`config.mk`:
```
export PLATFORM = sky130hd
export DESIGN_NAME = render_frame_sched
export DESIGN_NICKNAME = d
export VERILOG_FILES = /design/src/rtl/render_frame_sched_pkg.sv /design/src/rtl/render_frame_sched.sv
export SDC_FILE = /design/constraint.sdc
export NUM_CORES = 1
export LEC_CHECK = 0
export CAP_MARGIN = 10
export CORE_ASPECT_RATIO = 0.8
export CORE_MARGIN = 4
export CORE_UTILIZATION = 57
export CTS_BUF_LIST = sky130_fd_sc_hd__clkbuf_8
export DETAILED_ROUTE_END_ITERATION = 6
export GPL_TIMING_DRIVEN = 0
export PLACE_DENSITY = 0.86
export SLEW_MARGIN = 20
export SYNTH_ARGS = -nofsm -noshare
export SYNTH_HDL_FRONTEND = slang
export SYNTH_SLANG_ARGS = --single-unit
```
`constraint.sdc`:
```
create_clock -name clk_in -period 3.01 [get_ports clk_in]
set_input_delay 0.4515 -clock clk_in [delete_from_list [all_inputs] [get_ports clk_in]]
set_output_delay 0.4515 -clock clk_in [all_outputs]
set_load 0.1 [all_outputs]
```
`src/rtl/render_frame_sched_pkg.sv`:
```
// Shared types and defaults for the render frame scheduler.
// Holds the FSM state type, default widths and a saturating helper.
package render_pkg;

  typedef enum logic [1:0] {
    ST_IDLE,
    ST_START,
    ST_RENDER,
    ST_WAIT
  } state_e;

  localparam int TIMER_W_DEF     = 32;
  localparam int WDOG_CYCLES_DEF = 2_000_000;

  function automatic logic [7:0] sat_inc8(
    input logic [7:0] v
  );
    return (v == 8'hFF) ? v : v + 8'd1;
  endfunction

endpackage

```
`src/rtl/render_frame_sched.sv`:
```
// Frame sequencer: starts renderers, waits for completion, swaps on vsync.
// In: clk_in, rst_in(async low), enable_in, new_frame_in, done_in[N].
// Out: start_out, timer_out, buf_sel_out, busy_out, timeout_out,
//      dropped_out -- all registered.
module render_frame_sched
  import render_pkg::*;
#(
  parameter int NUM_RENDERERS = 2,
  parameter int TIMER_W       = TIMER_W_DEF,
  parameter int WDOG_CYCLES   = WDOG_CYCLES_DEF
) (
  input  logic                     clk_in,
  input  logic                     rst_in,
  input  logic                     enable_in,
  input  logic                     new_frame_in,
  input  logic [NUM_RENDERERS-1:0] done_in,
  output logic                     start_out,
  output logic [TIMER_W-1:0]       timer_out,
  output logic                     buf_sel_out,
  output logic                     busy_out,
  output logic                     timeout_out,
  output logic [7:0]               dropped_out
);

  localparam int WD_W = $clog2(WDOG_CYCLES + 1);
  localparam logic [WD_W-1:0] WD_LAST =
    WD_W'(WDOG_CYCLES - 1);

  state_e                   state_q, state_d;
  logic [NUM_RENDERERS-1:0] lat_q, lat_d;
  logic [NUM_RENDERERS-1:0] prev_q;
  logic [NUM_RENDERERS-1:0] lat_nx;
  logic [WD_W-1:0]          wd_q, wd_d, wd_inc;
  logic [TIMER_W-1:0]       timer_q, timer_d;
  logic                     buf_q, buf_d;
  logic                     to_q, to_d;
  logic [7:0]               drop_q, drop_d;
  logic                     start_q, busy_q;
  logic                     all_done, swap;

  always_comb begin
    state_d = state_q;
    lat_d   = lat_q;
    wd_d    = wd_q;
    timer_d = timer_q;
    buf_d   = buf_q;
    to_d    = to_q;
    drop_d  = drop_q;
    swap    = 1'b0;
    // only fresh rising edges count; a level held over from
    // before RENDER is masked by prev_q
    lat_nx   = lat_q | (done_in & ~prev_q);
    all_done = &lat_nx;
    wd_inc   = wd_q + WD_W'(1);
    unique case (state_q)
      ST_IDLE: begin
        if (enable_in) state_d = ST_START;
      end
      ST_START: begin
        lat_d   = '0;
        wd_d    = '0;
        state_d = ST_RENDER;
      end
      ST_RENDER: begin
        lat_d = lat_nx;
        wd_d  = wd_inc;
        // completion on the vsync cycle itself is on time
        if (all_done && new_frame_in) begin
          swap = 1'b1;
        end else begin
          if (new_frame_in) drop_d = sat_inc8(drop_q);
          if (all_done) begin
            state_d = ST_WAIT;
          end else if (wd_inc == WD_LAST) begin
            to_d    = 1'b1;
            state_d = ST_WAIT;
          end
        end
      end
      ST_WAIT: begin
        if (new_frame_in) swap = 1'b1;
      end
      default: state_d = ST_IDLE;
    endcase
    if (swap) begin
      buf_d   = ~buf_q;
      timer_d = timer_q + TIMER_W'(1);
      state_d = enable_in ? ST_START : ST_IDLE;
    end
  end

  always_ff @(posedge clk_in or negedge rst_in) begin
    if (!rst_in) begin
      state_q <= ST_IDLE;
      lat_q   <= '0;
      prev_q  <= '0;
      wd_q    <= '0;
      timer_q <= '0;
      buf_q   <= 1'b0;
      to_q    <= 1'b0;
      drop_q  <= '0;
      start_q <= 1'b0;
      busy_q  <= 1'b0;
    end else begin
      state_q <= state_d;
      lat_q   <= lat_d;
      prev_q  <= done_in;
      wd_q    <= wd_d;
      timer_q <= timer_d;
      buf_q   <= buf_d;
      to_q    <= to_d;
      drop_q  <= drop_d;
      start_q <= (state_d == ST_START);
      busy_q  <= (state_d == ST_START) ||
                 (state_d == ST_RENDER);
    end
  end

  assign start_out   = start_q;
  assign timer_out   = timer_q;
  assign buf_sel_out = buf_q;
  assign busy_out    = busy_q;
  assign timeout_out = to_q;
  assign dropped_out = drop_q;

endmodule

```
==> run_summary.xml <==
<?xml version="1.0" encoding="UTF-8"?>
<metrics>
  <group name="status">
    <metric name="status" unit="">finished, final reports clean</metric>
  </group>
  <group name="yosys">
    <metric name="postSynthAreaPerCell" unit="um2">10.4</metric>
    <metric name="synth.distinct_cells" unit="">67</metric>
    <metric name="post_synthesis_share_of_cell_area_spent_on_xor_and_xnor_gates" unit="%">10.0</metric>
    <metric name="synth-compound-area-share" unit="%">11.2</metric>
    <metric name="synthAdderAreaFrac" unit="%">2.60</metric>
    <metric name="dominantRegCellSynth" unit="">dfrtp_1</metric>
    <metric name="synth.top_cells.by_area" unit="">dfrtp_1 46%, xnor2_1 5.9%, xor2_1 4.1%</metric>
    <metric name="synthArstFlopShare" unit="%">100</metric>
    <metric name="combinational_family_with_the_most_area_after_synthesis" unit="">simple AND/OR/NAND/NOR gates</metric>
    <metric name="synth_largest_area_cell" unit="">dfrtp_1</metric>
    <metric name="yosysWarnings" unit="">0</metric>
    <metric name="synthDominantCellAreaShare" unit="%">46.1</metric>
    <metric name="post_synth_mux_area_share" unit="%">3.22</metric>
    <metric name="yosys_register_bits" unit="">71</metric>
    <metric name="post_synth_net_total" unit="">383</metric>
    <metric name="yosys.area_share.simple" unit="%">22.3</metric>
    <metric name="synth_cells" unit="">369</metric>
    <metric name="synth_area" unit="um2">3850</metric>
    <metric name="ys_seq_area_share" unit="%">46.1</metric>
    <metric name="synth_enable_flop_cells" unit="">0</metric>
  </group>
  <group name="place">
    <metric name="place.detailed.instances" unit="">503</metric>
    <metric name="detailedPlacementHpwl" unit="um">6140</metric>
    <metric name="io_buffer_count" unit="">49</metric>
    <metric name="routabilityCongestion" unit="">0.865</metric>
  </group>
  <group name="global_routing">
    <metric name="maximum_number_of_pins_on_one_net_before_global_route_repair" unit="">43</metric>
    <metric name="overflow" unit="">0</metric>
    <metric name="grt_use_met1" unit="%">29.7</metric>
    <metric name="gr_layer_usage_met2" unit="%">36.4</metric>
    <metric name="grt_pass1_vias" unit="">3114</metric>
    <metric name="grt_util_all_layers" unit="%">22.6</metric>
    <metric name="global_route.peak_usage_layer" unit="">met2</metric>
    <metric name="grt_first_pass_wirelength" unit="um">14600</metric>
    <metric name="grt_util_met3" unit="%">6.54</metric>
    <metric name="antenna_violations_before_repair" unit="">0</metric>
  </group>
  <group name="final_layout">
    <metric name="final_common_cell" unit="">dfrtp_1</metric>
    <metric name="nNetsFinal" unit="">444</metric>
    <metric name="area.growth.synth_to_final" unit="%">21.7</metric>
    <metric name="most_used_cells_in_the_layout_excluding_fill_and_tap_cells" unit="">71 x dfrtp_1, 48 x clkdlybuf4s50_1, 29 x nand2_1</metric>
    <metric name="antennaDiodeCount" unit="">0</metric>
    <metric name="final_cells" unit="">519</metric>
    <metric name="layout-drive-gt1-share" unit="%">12.9</metric>
  </group>
  <group name="power">
    <metric name="switching_power" unit="mW">1.62</metric>
    <metric name="p_clk_share" unit="%">23.8</metric>
    <metric name="irDropWorstVdd" unit="mV">0.852</metric>
    <metric name="power.switching_fraction" unit="%">45.4</metric>
    <metric name="p_seq_share" unit="%">33.7</metric>
    <metric name="combinational_power_share" unit="%">42.5</metric>
    <metric name="internal_power" unit="mW">1.95</metric>
    <metric name="power-per-cell-area" unit="nW/um2">760</metric>
    <metric name="leakage" unit="nW">2.06</metric>
  </group>
  <group name="run">
    <metric name="drv.max_cap_violation_count" unit="">0</metric>
  </group>
  <group name="clocking">
    <metric name="clkSinkCount" unit="">71</metric>
    <metric name="ctsRootBufferMaster" unit="">clkbuf_8</metric>
    <metric name="clock_tree_from_tritoncts" unit="">yes</metric>
    <metric name="postCtsSetupBuffers" unit="">0</metric>
    <metric name="worst_skew_pair.late_latency" unit="ns">0.34</metric>
    <metric name="clk_pin_slew" unit="ns">0.07</metric>
    <metric name="hold_buf_count_cts" unit="">0</metric>
    <metric name="cts_buffers" unit="">9</metric>
    <metric name="max-clock-path-buffers" unit="">2</metric>
    <metric name="h-tree-depth" unit="">3</metric>
  </group>
  <group name="worst_hold_path">
    <metric name="min_path_type" unit="">in -&gt; async</metric>
  </group>
  <group name="timing">
    <metric name="timing_hold_violations_final" unit="">0</metric>
    <metric name="worst_hold_slack" unit="ns">0.0257</metric>
    <metric name="finalClockSkew" unit="ns">0.00421</metric>
    <metric name="max_freq" unit="GHz">0.358</metric>
    <metric name="fin_crit" unit="ns">2.79</metric>
    <metric name="fin_max_slew_vios" unit="">0</metric>
    <metric name="timing.final.setup_violations" unit="">0</metric>
    <metric name="slew_headroom" unit="%">32.4</metric>
    <metric name="post-route-period-util" unit="%">92.7</metric>
    <metric name="tightest_slew" unit="ns">1.01</metric>
    <metric name="rsz0062_at_grt" unit="">no</metric>
  </group>
  <group name="setup_path">
    <metric name="crit_type" unit="">reg -&gt; reg</metric>
    <metric name="crit_arrival" unit="ns">3.08</metric>
    <metric name="critical_path_required" unit="ns">3.30</metric>
    <metric name="worst_setup_path_startpoint" unit="">state_q[0]</metric>
    <metric name="reg2reg_from" unit="">state_q[0]</metric>
    <metric name="critical_path_peak_fanout" unit="">10</metric>
    <metric name="type_of_element_capturing_the_critical_path" unit="">flip-flop</metric>
    <metric name="crit_path_start_kind" unit="">flip-flop</metric>
  </group>
  <group name="floorplan">
    <metric name="die_y" unit="um">81.5</metric>
    <metric name="start_util" unit="%">59.5</metric>
    <metric name="die_area" unit="um2">8150</metric>
    <metric name="design.core.area" unit="um2">6470</metric>
    <metric name="io_pins" unit="">50</metric>
    <metric name="placementRows" unit="">26</metric>
    <metric name="die_width" unit="um">99.9</metric>
  </group>
  <group name="routing">
    <metric name="drt_iter0_drc" unit="">185</metric>
    <metric name="dr_total_vias" unit="">3063</metric>
    <metric name="route.final.wire_length" unit="um">8820</metric>
    <metric name="drt-wirelength-per-cell" unit="um">17.0</metric>
    <metric name="route.detailed.vias_per_inst" unit="">5.90</metric>
    <metric name="drt_first_pass_iters" unit="">5</metric>
    <metric name="drcViolationCount" unit="">0</metric>
    <metric name="antenna_left" unit="">0</metric>
  </group>
</metrics>
==> flip-flops by register name, indices dropped and copies added (netlist names) <==
signal / cells
state_q: 2
lat_q: 2
prev_q: 2
wd_q: 21
timer_out: 32
buf_sel_out: 1
dropped_out: 8
start_out: 1
busy_out: 1
timeout_out: 1
==> power groups by stage <==
stage | combinational, mW | sequential, mW | clock, mW
final | 1.52 | 1.20 | 0.850
after global routing | 1.61 | 1.22 | 0.912
after CTS | 1.52 | 1.20 | 0.870
after detailed placement | 1.50 | 1.21 | 0
after global placement | 1.46 | 1.21 | 0
after floorplan | 0.550 | 1.74 | 0
==> layer usage <==
layer / routed length, um / vias up
met5: 0 / -
met4: 152 / 0
met3: 537 / 19
met2: 4210 / 105
met1: 3920 / 1496
li1: - / 1443
==> cell usage after synthesis (all sizes together), types with 2 or more instances <==
master,instances
o22ai,5
xor2,18
o21ai,11
ha,8
buf,9
and4,3
nand4b,2
clkbuf,7
nand4,17
nand2b,6
nor4,6
a22o,4
and3,12
nand3,16
inv,15
or3,3
mux2i,9
o2bb2ai,10
o31ai,2
dfrtp,71
mux2,3
nor2,28
xnor2,26
nor3,9
nand2,29
or2,3
nor2b,6
a21oi,8
o21a,2
==> through the flow <==
step	total power [mW]	TNS [ns]	setup slack [ns]	util (%)	instance area, um2
global placement	2.66	-60.99	-0.863	68.7	4450
CTS	3.59	0	0.166	72.4	4690
floorplan	2.29	0	0.429	-	3850
finish	3.57	0	0.218	72.4	4690
global route	3.74	0	0.114	72.4	4690
detailed placement	2.72	0	0.196	69.0	4470
==> final cells by class <==
type                            instances  area, um2
Buffer                                 16        118
Clock buffer                           10        138
Clock inverter                          6       83.8
Fill cell                             468       1790
Inverter                               16       60.1
Multi-Input combinational cell        266       1900
Sequential cell                        71       1780
Tap cell                               84        105
Timing Repair Buffer                   50        508
==> final timing paths <==
kind	endpoint	slack, ns	cells past startpoint
setup / recovery	busy_out	0.22	11
hold / removal	wd_q[9]	0.03	1
setup reg to reg	busy_out	0.22	11
hold reg to reg	timeout_out	0.48	1
max in group asynchronous	timer_out[8]	2.44	2
min in group clk_in	timeout_out	0.48	1
==> timing repair <==
| item | CTS | global route |
|---|---|---|
| endpoints found under the hold margin | 0 | 0 |
| resized for setup | 0 | 2 |
| setup endpoints to repair | 0 | 1 |
==> worst max-delay path, cell delays in order (launching register included) <==
cell      delay [ns]
dfrtp_1         0.42
inv_1           0.10
ha_1            0.22
clkbuf_2        0.28
nand2_1         0.08
mux2i_1         0.19
nor4b_1         0.44
nand4_1         0.18
nor4_2          0.34
o21a_1          0.18
ha_1            0.23
inv_1           0.07
==> logic make-up (layout without fill, tap and decap cells) <==
family,Yosys count,in the layout
compound gates,58,58
buf+inv,32,98
flops,71,71
mux,12,12
simple gates,144,144
xor+xnor,44,44
fa+ha+maj,8,8
Note: power is estimated with default switching activity, not from simulation.
